--- config.mk ---
export PLATFORM = sky130hd
export DESIGN_NAME = lcd_refresh_scheduler_flat
export DESIGN_NICKNAME = d
export VERILOG_FILES = /design/src/rtl/lcd_refresh_scheduler_if.sv /design/src/rtl/lcd_refresh_scheduler.sv /design/src/flat_wrapper.sv
export SDC_FILE = /design/constraint.sdc
export NUM_CORES = 1
export LEC_CHECK = 0
export CAP_MARGIN = 20
export CORE_MARGIN = 8
export CORE_UTILIZATION = 35
export DETAILED_ROUTE_END_ITERATION = 10
export PLACE_DENSITY = 0.61
export SLEW_MARGIN = 0
export SYNTH_ARGS = -nofsm -noshare
export SYNTH_HDL_FRONTEND = slang
export SYNTH_SLANG_ARGS = --single-unit
--- constraint.sdc ---
create_clock -name clk -period 4.9 [get_ports clk]
set_clock_uncertainty 0.2 [all_clocks]
set_input_delay 1.47 -clock clk [delete_from_list [all_inputs] [get_ports clk]]
set_output_delay 1.47 -clock clk [all_outputs]
set_load 0.005 [all_outputs]
--- src/rtl/lcd_refresh_scheduler_if.sv ---
// -----------------------------------------------------------------------------
// lcd_refresh_scheduler_if
// Bundles the host write port and the lcd_controller write port of the
// LCD refresh scheduler.
//   wr_en / wr_addr / wr_data : single-cycle host writes into the shadow buffer
//   clear                     : one-cycle request to blank the whole buffer
//   lcd_ready                 : ready from lcd_controller
//   lcd_char_data / lcd_cursor_pos / lcd_write_enable : to lcd_controller
//   busy / all_clean          : scheduler status
// Modports:
//   master : environment side (host + lcd_controller ready)
//   slave  : the scheduler itself
// -----------------------------------------------------------------------------
interface lcd_refresh_scheduler_if;
    logic       wr_en;
    logic [4:0] wr_addr;
    logic [7:0] wr_data;
    logic       clear;
    logic       lcd_ready;
    logic [7:0] lcd_char_data;
    logic [4:0] lcd_cursor_pos;
    logic       lcd_write_enable;
    logic       busy;
    logic       all_clean;

    modport master (
        output wr_en, wr_addr, wr_data, clear, lcd_ready,
        input  lcd_char_data, lcd_cursor_pos, lcd_write_enable, busy, all_clean
    );

    modport slave (
        input  wr_en, wr_addr, wr_data, clear, lcd_ready,
        output lcd_char_data, lcd_cursor_pos, lcd_write_enable, busy, all_clean
    );
endinterface

--- src/rtl/lcd_refresh_scheduler.sv ---
// -----------------------------------------------------------------------------
// lcd_refresh_scheduler
// Owns a 2x16 character shadow buffer (index 0-15 line 1, 16-31 line 2) and
// pushes changed cells to lcd_controller one at a time, hiding all LCD timing
// from the application.
// Ports:
//   clk   : system clock
//   rst_n : asynchronous active-low reset (buffer blanked, all cells dirty)
//   bus   : lcd_refresh_scheduler_if.slave (host write port, lcd port, status)
// Parameters:
//   SETUP_CYCLES : cycles cursor/data are held before the write pulse
//   HOLD_CYCLES  : cycles after the pulse before lcd_ready is looked at again
//   CNT_W        : delay counter width, must hold max(SETUP_CYCLES, HOLD_CYCLES)
// -----------------------------------------------------------------------------
module lcd_refresh_scheduler #(
    parameter int SETUP_CYCLES = 16,
    parameter int HOLD_CYCLES  = 4,
    parameter int CNT_W        = 20
) (
    input  logic                    clk,
    input  logic                    rst_n,
    lcd_refresh_scheduler_if.slave  bus
);

    localparam logic [2:0] ST_IDLE     = 3'd0;
    localparam logic [2:0] ST_SCAN     = 3'd1;
    localparam logic [2:0] ST_SETUP    = 3'd2;
    localparam logic [2:0] ST_HOLD     = 3'd3;
    localparam logic [2:0] ST_WAIT_RDY = 3'd4;

    localparam logic [7:0] SPACE = 8'h20;

    logic [7:0]       buffer_reg [32];
    logic [31:0]      dirty_reg;
    logic [31:0]      dirty_next;
    logic [2:0]       state_reg;
    logic [4:0]       scan_ptr_reg;
    logic [CNT_W-1:0] counter_reg;
    logic [7:0]       char_reg;
    logic [4:0]       pos_reg;
    logic             we_reg;
    logic             svc_take;

    // Scheduler picks up the cell under scan_ptr this cycle.
    assign svc_take = (state_reg == ST_SCAN) && dirty_reg[scan_ptr_reg];

    // Shadow buffer: clear has priority over a host write.
    generate
        for (genvar gi = 0; gi < 32; gi++) begin : g_cell
            always_ff @(posedge clk or negedge rst_n) begin
                if (!rst_n) begin
                    buffer_reg[gi] <= SPACE;
                end else if (bus.clear) begin
                    buffer_reg[gi] <= SPACE;
                end else if (bus.wr_en && (bus.wr_addr == 5'(gi))) begin
                    buffer_reg[gi] <= bus.wr_data;
                end
            end
        end
    endgenerate

    // Host set is applied after the scheduler clear, so a write landing in the
    // same cycle the cell is taken keeps it dirty and it gets re-sent.
    always_comb begin
        dirty_next = dirty_reg;
        if (svc_take) begin
            dirty_next[scan_ptr_reg] = 1'b0;
        end
        if (bus.clear) begin
            dirty_next = '1;
        end else if (bus.wr_en) begin
            dirty_next[bus.wr_addr] = 1'b1;
        end
    end

    always_ff @(posedge clk or negedge rst_n) begin
        if (!rst_n) begin
            dirty_reg <= '1;
        end else begin
            dirty_reg <= dirty_next;
        end
    end

    always_ff @(posedge clk or negedge rst_n) begin
        if (!rst_n) begin
            state_reg    <= ST_IDLE;
            scan_ptr_reg <= '0;
            counter_reg  <= '0;
            char_reg     <= SPACE;
            pos_reg      <= '0;
            we_reg       <= 1'b0;
        end else begin
            we_reg <= 1'b0;
            case (state_reg)
                ST_IDLE: begin
                    if (dirty_reg != '0) begin
                        state_reg <= ST_SCAN;
                    end
                end
                ST_SCAN: begin
                    if (dirty_reg[scan_ptr_reg]) begin
                        char_reg    <= buffer_reg[scan_ptr_reg];
                        pos_reg     <= scan_ptr_reg;
                        counter_reg <= CNT_W'(SETUP_CYCLES);
                        state_reg   <= ST_SETUP;
                    end else begin
                        // 5-bit pointer wraps 31 -> 0 on its own.
                        scan_ptr_reg <= scan_ptr_reg + 5'd1;
                        if (dirty_reg == '0) begin
                            state_reg <= ST_IDLE;
                        end
                    end
                end
                ST_SETUP: begin
                    if (counter_reg != '0) begin
                        counter_reg <= counter_reg - 1'b1;
                    end else if (bus.lcd_ready) begin
                        // Pulse is registered: high for the first HOLD cycle only.
                        we_reg      <= 1'b1;
                        counter_reg <= CNT_W'(HOLD_CYCLES);
                        state_reg   <= ST_HOLD;
                    end
                end
                ST_HOLD: begin
                    if (counter_reg != '0) begin
                        counter_reg <= counter_reg - 1'b1;
                    end else begin
                        state_reg <= ST_WAIT_RDY;
                    end
                end
                ST_WAIT_RDY: begin
                    if (bus.lcd_ready) begin
                        // Resume one past the serviced cell: round-robin, no starvation.
                        scan_ptr_reg <= scan_ptr_reg + 5'd1;
                        state_reg    <= (dirty_reg != '0) ? ST_SCAN : ST_IDLE;
                    end
                end
                default: begin
                    state_reg <= ST_IDLE;
                end
            endcase
        end
    end

    assign bus.lcd_char_data    = char_reg;
    assign bus.lcd_cursor_pos   = pos_reg;
    assign bus.lcd_write_enable = we_reg;
    assign bus.busy             = (state_reg != ST_IDLE);
    assign bus.all_clean        = (dirty_reg == '0) && (state_reg == ST_IDLE);

endmodule

--- src/flat_wrapper.sv ---
// flat-port wrapper written by rule: the top's interface ports become plain ports
module lcd_refresh_scheduler_flat 
#(
    parameter int SETUP_CYCLES = 16,
    parameter int HOLD_CYCLES  = 4,
    parameter int CNT_W        = 20
)
  (clk, rst_n, bus_wr_en, bus_wr_addr, bus_wr_data, bus_clear, bus_lcd_ready, bus_lcd_char_data, bus_lcd_cursor_pos, bus_lcd_write_enable, bus_busy, bus_all_clean);
  lcd_refresh_scheduler_if bus_i ();
  input  logic clk;
  input  logic rst_n;
  input wire logic [$bits(bus_i.wr_en)-1:0] bus_wr_en;
  input wire logic [$bits(bus_i.wr_addr)-1:0] bus_wr_addr;
  input wire logic [$bits(bus_i.wr_data)-1:0] bus_wr_data;
  input wire logic [$bits(bus_i.clear)-1:0] bus_clear;
  input wire logic [$bits(bus_i.lcd_ready)-1:0] bus_lcd_ready;
  output wire logic [$bits(bus_i.lcd_char_data)-1:0] bus_lcd_char_data;
  output wire logic [$bits(bus_i.lcd_cursor_pos)-1:0] bus_lcd_cursor_pos;
  output wire logic [$bits(bus_i.lcd_write_enable)-1:0] bus_lcd_write_enable;
  output wire logic [$bits(bus_i.busy)-1:0] bus_busy;
  output wire logic [$bits(bus_i.all_clean)-1:0] bus_all_clean;
  assign bus_i.wr_en = bus_wr_en;
  assign bus_i.wr_addr = bus_wr_addr;
  assign bus_i.wr_data = bus_wr_data;
  assign bus_i.clear = bus_clear;
  assign bus_i.lcd_ready = bus_lcd_ready;
  assign bus_lcd_char_data = bus_i.lcd_char_data;
  assign bus_lcd_cursor_pos = bus_i.lcd_cursor_pos;
  assign bus_lcd_write_enable = bus_i.lcd_write_enable;
  assign bus_busy = bus_i.busy;
  assign bus_all_clean = bus_i.all_clean;
  lcd_refresh_scheduler #(.SETUP_CYCLES(SETUP_CYCLES), .HOLD_CYCLES(HOLD_CYCLES), .CNT_W(CNT_W)) u_core (.clk(clk), .rst_n(rst_n), .bus(bus_i));
endmodule
==> key figures <==
Outcome
  • Run status: finished, final reports clean

Routing
  • ANT nets after route: 0
  • Overall via count from detail_route: 12559
  • Remaining DRCs: 0
  • Final WL: around 48 mm
  • Number of iterations in the first detailed-routing pass: 5
  • Iteration-0 DRC Markers: ~1500
  • Wire length per cell: approximately 22 um
  • Detail-routed via count per cell: between 5 and 6

Clock tree
  • Number of resized instances in the post-cts repair step: 0
  • Depth of the CTS H-tree: 2
  • Clock-pin slew on the worst setup and hold paths: roughly 0.060 ns
  • CTS Hold Bufs: 0
  • Post-CTS setup repair buffer count: 0
  • CTS max path bufs: 3
  • CTS Buf Count: 37
  • Library cell used as clock root buffer: sky130_fd_sc_hd__clkbuf_16
  • Clk sinks: between 300 and 400
  • Clock latency reported for the late side of the worst-skew pair: about 0.53 ns
  • CTS tree: done

Worst hold path
  • Class of the worst hold path: register to register
  • Min-Delay Path Depth: 2
  • Hold worst-path end: u_core.counter_reg[1]
  • Min-delay src: u_core.counter_reg[1]

Pwr
  • Reported leakage power: roughly 0.0071 uW
  • Part of the total power dissipated in the clock network: 36.8%
  • Comb pwr share: 18.6%
  • Maximum VDD drop: between 0.3 and 0.4 mV
  • Sequential cell fraction of total power: between 40% and 50%
  • Internal power component: around 5000 uW
  • Net switching power figure: about 2200 uW
  • Switching share of total power: 30.29%
  • Power density over cell area: about 390 nW/um2

Job
  • MaxCap Viol Count: 0

Setup path
  • Type of the setup path with the least slack: register to output port
  • Slowest CP cell: sky130_fd_sc_hd__clkdlybuf4s50_1
  • R2r worst-path depth: 8
  • CP Launch Type: register
  • Worst-path fanout max: 3
  • Worst path depth: 4
  • Critical Path Sink Type: output port
  • Combined buffer and inverter count along the critical path: 1
  • CP top delay family: simple AND/OR/NAND/NOR gates
  • Reg2Reg Setup Slack: approximately 1.1 ns
  • Largest incremental delay on the critical path: 0.56 ns
  • Crit path required time: 3.23 ns
  • Arrival time worst endpoint: between 2 and 3 ns
  • Capture point of the worst reg-to-reg path: u_core.counter_reg[9]
  • Startpoint of the most critical register-to-register path: u_core.scan_ptr_reg[1]
  • CP Cell Sequence: nor4_1 > nand4_1 > nor3_1 > clkdlybuf4s50_1

Floorplanning
  • Total I/O pin count: 34
  • Horizontal extent of the die: ~230 um
  • Die height: around 230 um
  • Number of standard-cell rows in the floorplan: 79
  • Die outline area: 53530 um2
  • Initial core utilization: between 30% and 40%
  • Area inside the core boundary: 46160 um2

Finish
  • Finished Layout Cells: around 2200
  • Area occupied by multi-input gates: about 7400 um2
  • Layout cells sized above 1: roughly 16%
  • Area occupied by registers: around 8300 um2
  • Layout Nets: between 1500 and 2000
  • Commonest cells after routing, fill and taps aside: 352 x sky130_fd_sc_hd__nand2_1, 263 x sky130_fd_sc_hd__dfrtp_1, 165 x sky130_fd_sc_hd__a21oi_1
  • Fillers: roughly 4400
  • Commonest non-fill, non-tap cell in the layout: sky130_fd_sc_hd__nand2_1
  • Post-layout instance area: approximately 18000 um2
  • Growth of design area from synthesis to finish: 13.78%
  • Antenna cells: 0
  • Largest register FFs: roughly 260
  • Final cell utilization of the core: between 40% and 50%

GRT
  • Met1 track demand over resource in global routing: between 20 and 30%
  • Met2 global-route usage: 26.29%
  • Via count of the first global-routing pass: ~12000
  • Most utilized layer in the global route result: met2
  • Global-route wire length before repair: ~75 mm
  • Number of antenna violations at the first check in global routing: 2
  • Maximum number of pins on one net before global-route repair: roughly 130
  • Met3 routing resource usage after global routing: approximately 4%
  • Global-route congestion overflow total: 0
  • Global-route total usage across every layer: 17.71%

Place
  • Number of buffers inserted by port buffering: 33
  • Placed instance area: between 15000 and 20000 um2
  • Routability congestion estimate from global placement: about 0.91
  • Worst-case setup slack after placement: between 0.9 and 1 ns
  • Post-detailed-placement half-perimeter wirelength: between 30 and 40 mm
  • # placed instances: approximately 2200

STA
  • Max-slew headroom at the worst pin: about a third
  • Pins Over Slew Limit: 0
  • Setup tns final: 0 ns
  • Setup WS post-layout: roughly 0.60 ns
  • Unrepaired setup endpoints after global routing: no
  • Setup violation total in the final timing report: 0
  • Final cycle utilization of the critical path: between 80% and 90%
  • Slew at the pin closest to its max-slew limit: 0.9881 ns
  • Final hold violation count: 0
  • Achievable clock frequency: 232.3 MHz
  • Min cycle time layout: between 4 and 5 ns

Logic synthesis
  • Net count of the mapped netlist: between 1500 and 2000
  • Netlist cell types: 55
  • Post-synth ARST share: 100.0%
  • Fraction of the yosys area taken by sequential cells: about half
  • Post-Synthesis Cell Area: between 15000 and 20000 um2
  • Cells after synthesis: between 1500 and 2000
  • Flop and latch count out of synthesis: 330
  • Count of warnings emitted by yosys: 0
  • Average instance area after synthesis: 10.26 um2
  • Commonest register cell after synthesis: sky130_fd_sc_hd__dfrtp_1
  • Post-synth EDFFs: 0
-- final cells by class --
| class | instances | share of cell area (%) |
|---|---|---|
| clock buffers | 61 | 6.001 |
| flip-flops and latches | 330 | 45.19 |
| multi-input cells | 1133 | 40.17 |
| inverters | 6 | 0.1219 |
| well taps | 607 | 4.112 |
| repair buffers | 85 | 4.193 |
| clock inverters | 7 | 0.2100 |
-- per-stage QoR --
| step | total power, uW | hold WS, ns |
|---|---|---|
| floorplan | 4043 | 0.2487 |
| global placement | 4580 | 0.2699 |
| detailed placement | 4604 | 0.2753 |
| CTS | 7286 | 0.2856 |
| global route | 7534 | 0.3060 |
| finish | 7217 | 0.2805 |
-- cell usage after synthesis, types with 2 or more instances --
cell type / count / area (um2)
sky130_fd_sc_hd__or4_1: 10 / 75.07
sky130_fd_sc_hd__inv_1: 6 / 22.52
sky130_fd_sc_hd__xnor2_1: 4 / 35.03
sky130_fd_sc_hd__buf_1: 13 / 48.80
sky130_fd_sc_hd__o21ai_0: 12 / 60.06
sky130_fd_sc_hd__o2111a_1: 5 / 56.30
sky130_fd_sc_hd__nand4_1: 9 / 56.30
sky130_fd_sc_hd__buf_6: 2 / 22.52
sky130_fd_sc_hd__buf_2: 11 / 55.05
sky130_fd_sc_hd__and2_1: 4 / 25.02
sky130_fd_sc_hd__nand3b_1: 22 / 165.2
sky130_fd_sc_hd__mux4_2: 64 / 1441
sky130_fd_sc_hd__mux2_1: 2 / 22.52
sky130_fd_sc_hd__a22oi_1: 28 / 210.2
sky130_fd_sc_hd__a21oi_1: 165 / 825.8
sky130_fd_sc_hd__ha_1: 6 / 75.07
sky130_fd_sc_hd__or2_2: 3 / 18.77
sky130_fd_sc_hd__clkbuf_1: 87 / 326.6
sky130_fd_sc_hd__nor2_1: 129 / 484.2
sky130_fd_sc_hd__nor3b_1: 5 / 37.54
sky130_fd_sc_hd__nand2b_1: 11 / 68.82
sky130_fd_sc_hd__dfrtp_1: 265 / 6631
sky130_fd_sc_hd__a211o_1: 44 / 385.4
sky130_fd_sc_hd__and3_1: 3 / 18.77
sky130_fd_sc_hd__o21ai_1: 6 / 30.03
sky130_fd_sc_hd__mux2i_1: 93 / 930.9
sky130_fd_sc_hd__o22a_1: 2 / 17.52
sky130_fd_sc_hd__dfstp_2: 65 / 1708
sky130_fd_sc_hd__nor2b_1: 19 / 118.9
sky130_fd_sc_hd__o311ai_0: 3 / 26.28
sky130_fd_sc_hd__and3b_1: 3 / 26.28
sky130_fd_sc_hd__a22o_1: 2 / 17.52
sky130_fd_sc_hd__nand3_1: 43 / 215.2
sky130_fd_sc_hd__or3_1: 17 / 106.4
sky130_fd_sc_hd__nor4_1: 10 / 62.56
sky130_fd_sc_hd__nand2_1: 352 / 1321
sky130_fd_sc_hd__nor3_1: 17 / 85.08
sky130_fd_sc_hd__o31ai_1: 8 / 60.06
sky130_fd_sc_hd__mux2_2: 16 / 180.2
-- metal layers --
layer | wire length (um) | part of all wire [%]
met4 | 1026 | 2.1
met5 | 21 | 0.043
met3 | 3881 | 8.0
met1 | 21740 | 45
met2 | 21620 | 45
-- worst min-delay path: stages (launching register included) --
cell                      delay, ns
sky130_fd_sc_hd__dfrtp_1       0.33
sky130_fd_sc_hd__nand2_1       0.04
sky130_fd_sc_hd__o21ai_0       0.06
-- worst max-delay path by stage --
stage | from | slack [ns] | end
after floorplan | bus_wr_en | 1.54 | u_core.buffer_reg[133]
after CTS | u_core.dirty_reg[8] | 0.62 | bus_all_clean
after global routing | u_core.dirty_reg[0] | 0.50 | bus_all_clean
final | u_core.dirty_reg[0] | 0.60 | bus_all_clean
after global placement | bus_wr_addr[0] | 0.98 | u_core.buffer_reg[86]
after detailed placement | bus_wr_addr[1] | 0.93 | u_core.buffer_reg[74]
-- kinds of logic (layout without fill, tap and decap cells) --
group / count (synthesis) / in the layout / synth area share, %
muxes: 175 / 175 / 15.86
AOI/OAI and AO/OA: 286 / 286 / 11.05
DFF: 330 / 330 / 51.37
buffers and inverters: 119 / 159 / 2.929
adders and majority gates: 6 / 6 / 0.4624
and+or+nand+nor: 662 / 662 / 18.11
xor gates and xnor gates: 4 / 4 / 0.2158
-- power groups by stage --
stage	registers (uW)	clock network, uW	logic (uW)
floorplan	3020	0	1020
global placement	3250	0	1330
detailed placement	3260	0	1340
CTS	3220	2720	1340
global route	3250	2840	1450
finish	3220	2660	1340
No activity file was read; power rests on OpenSTA's default activity.
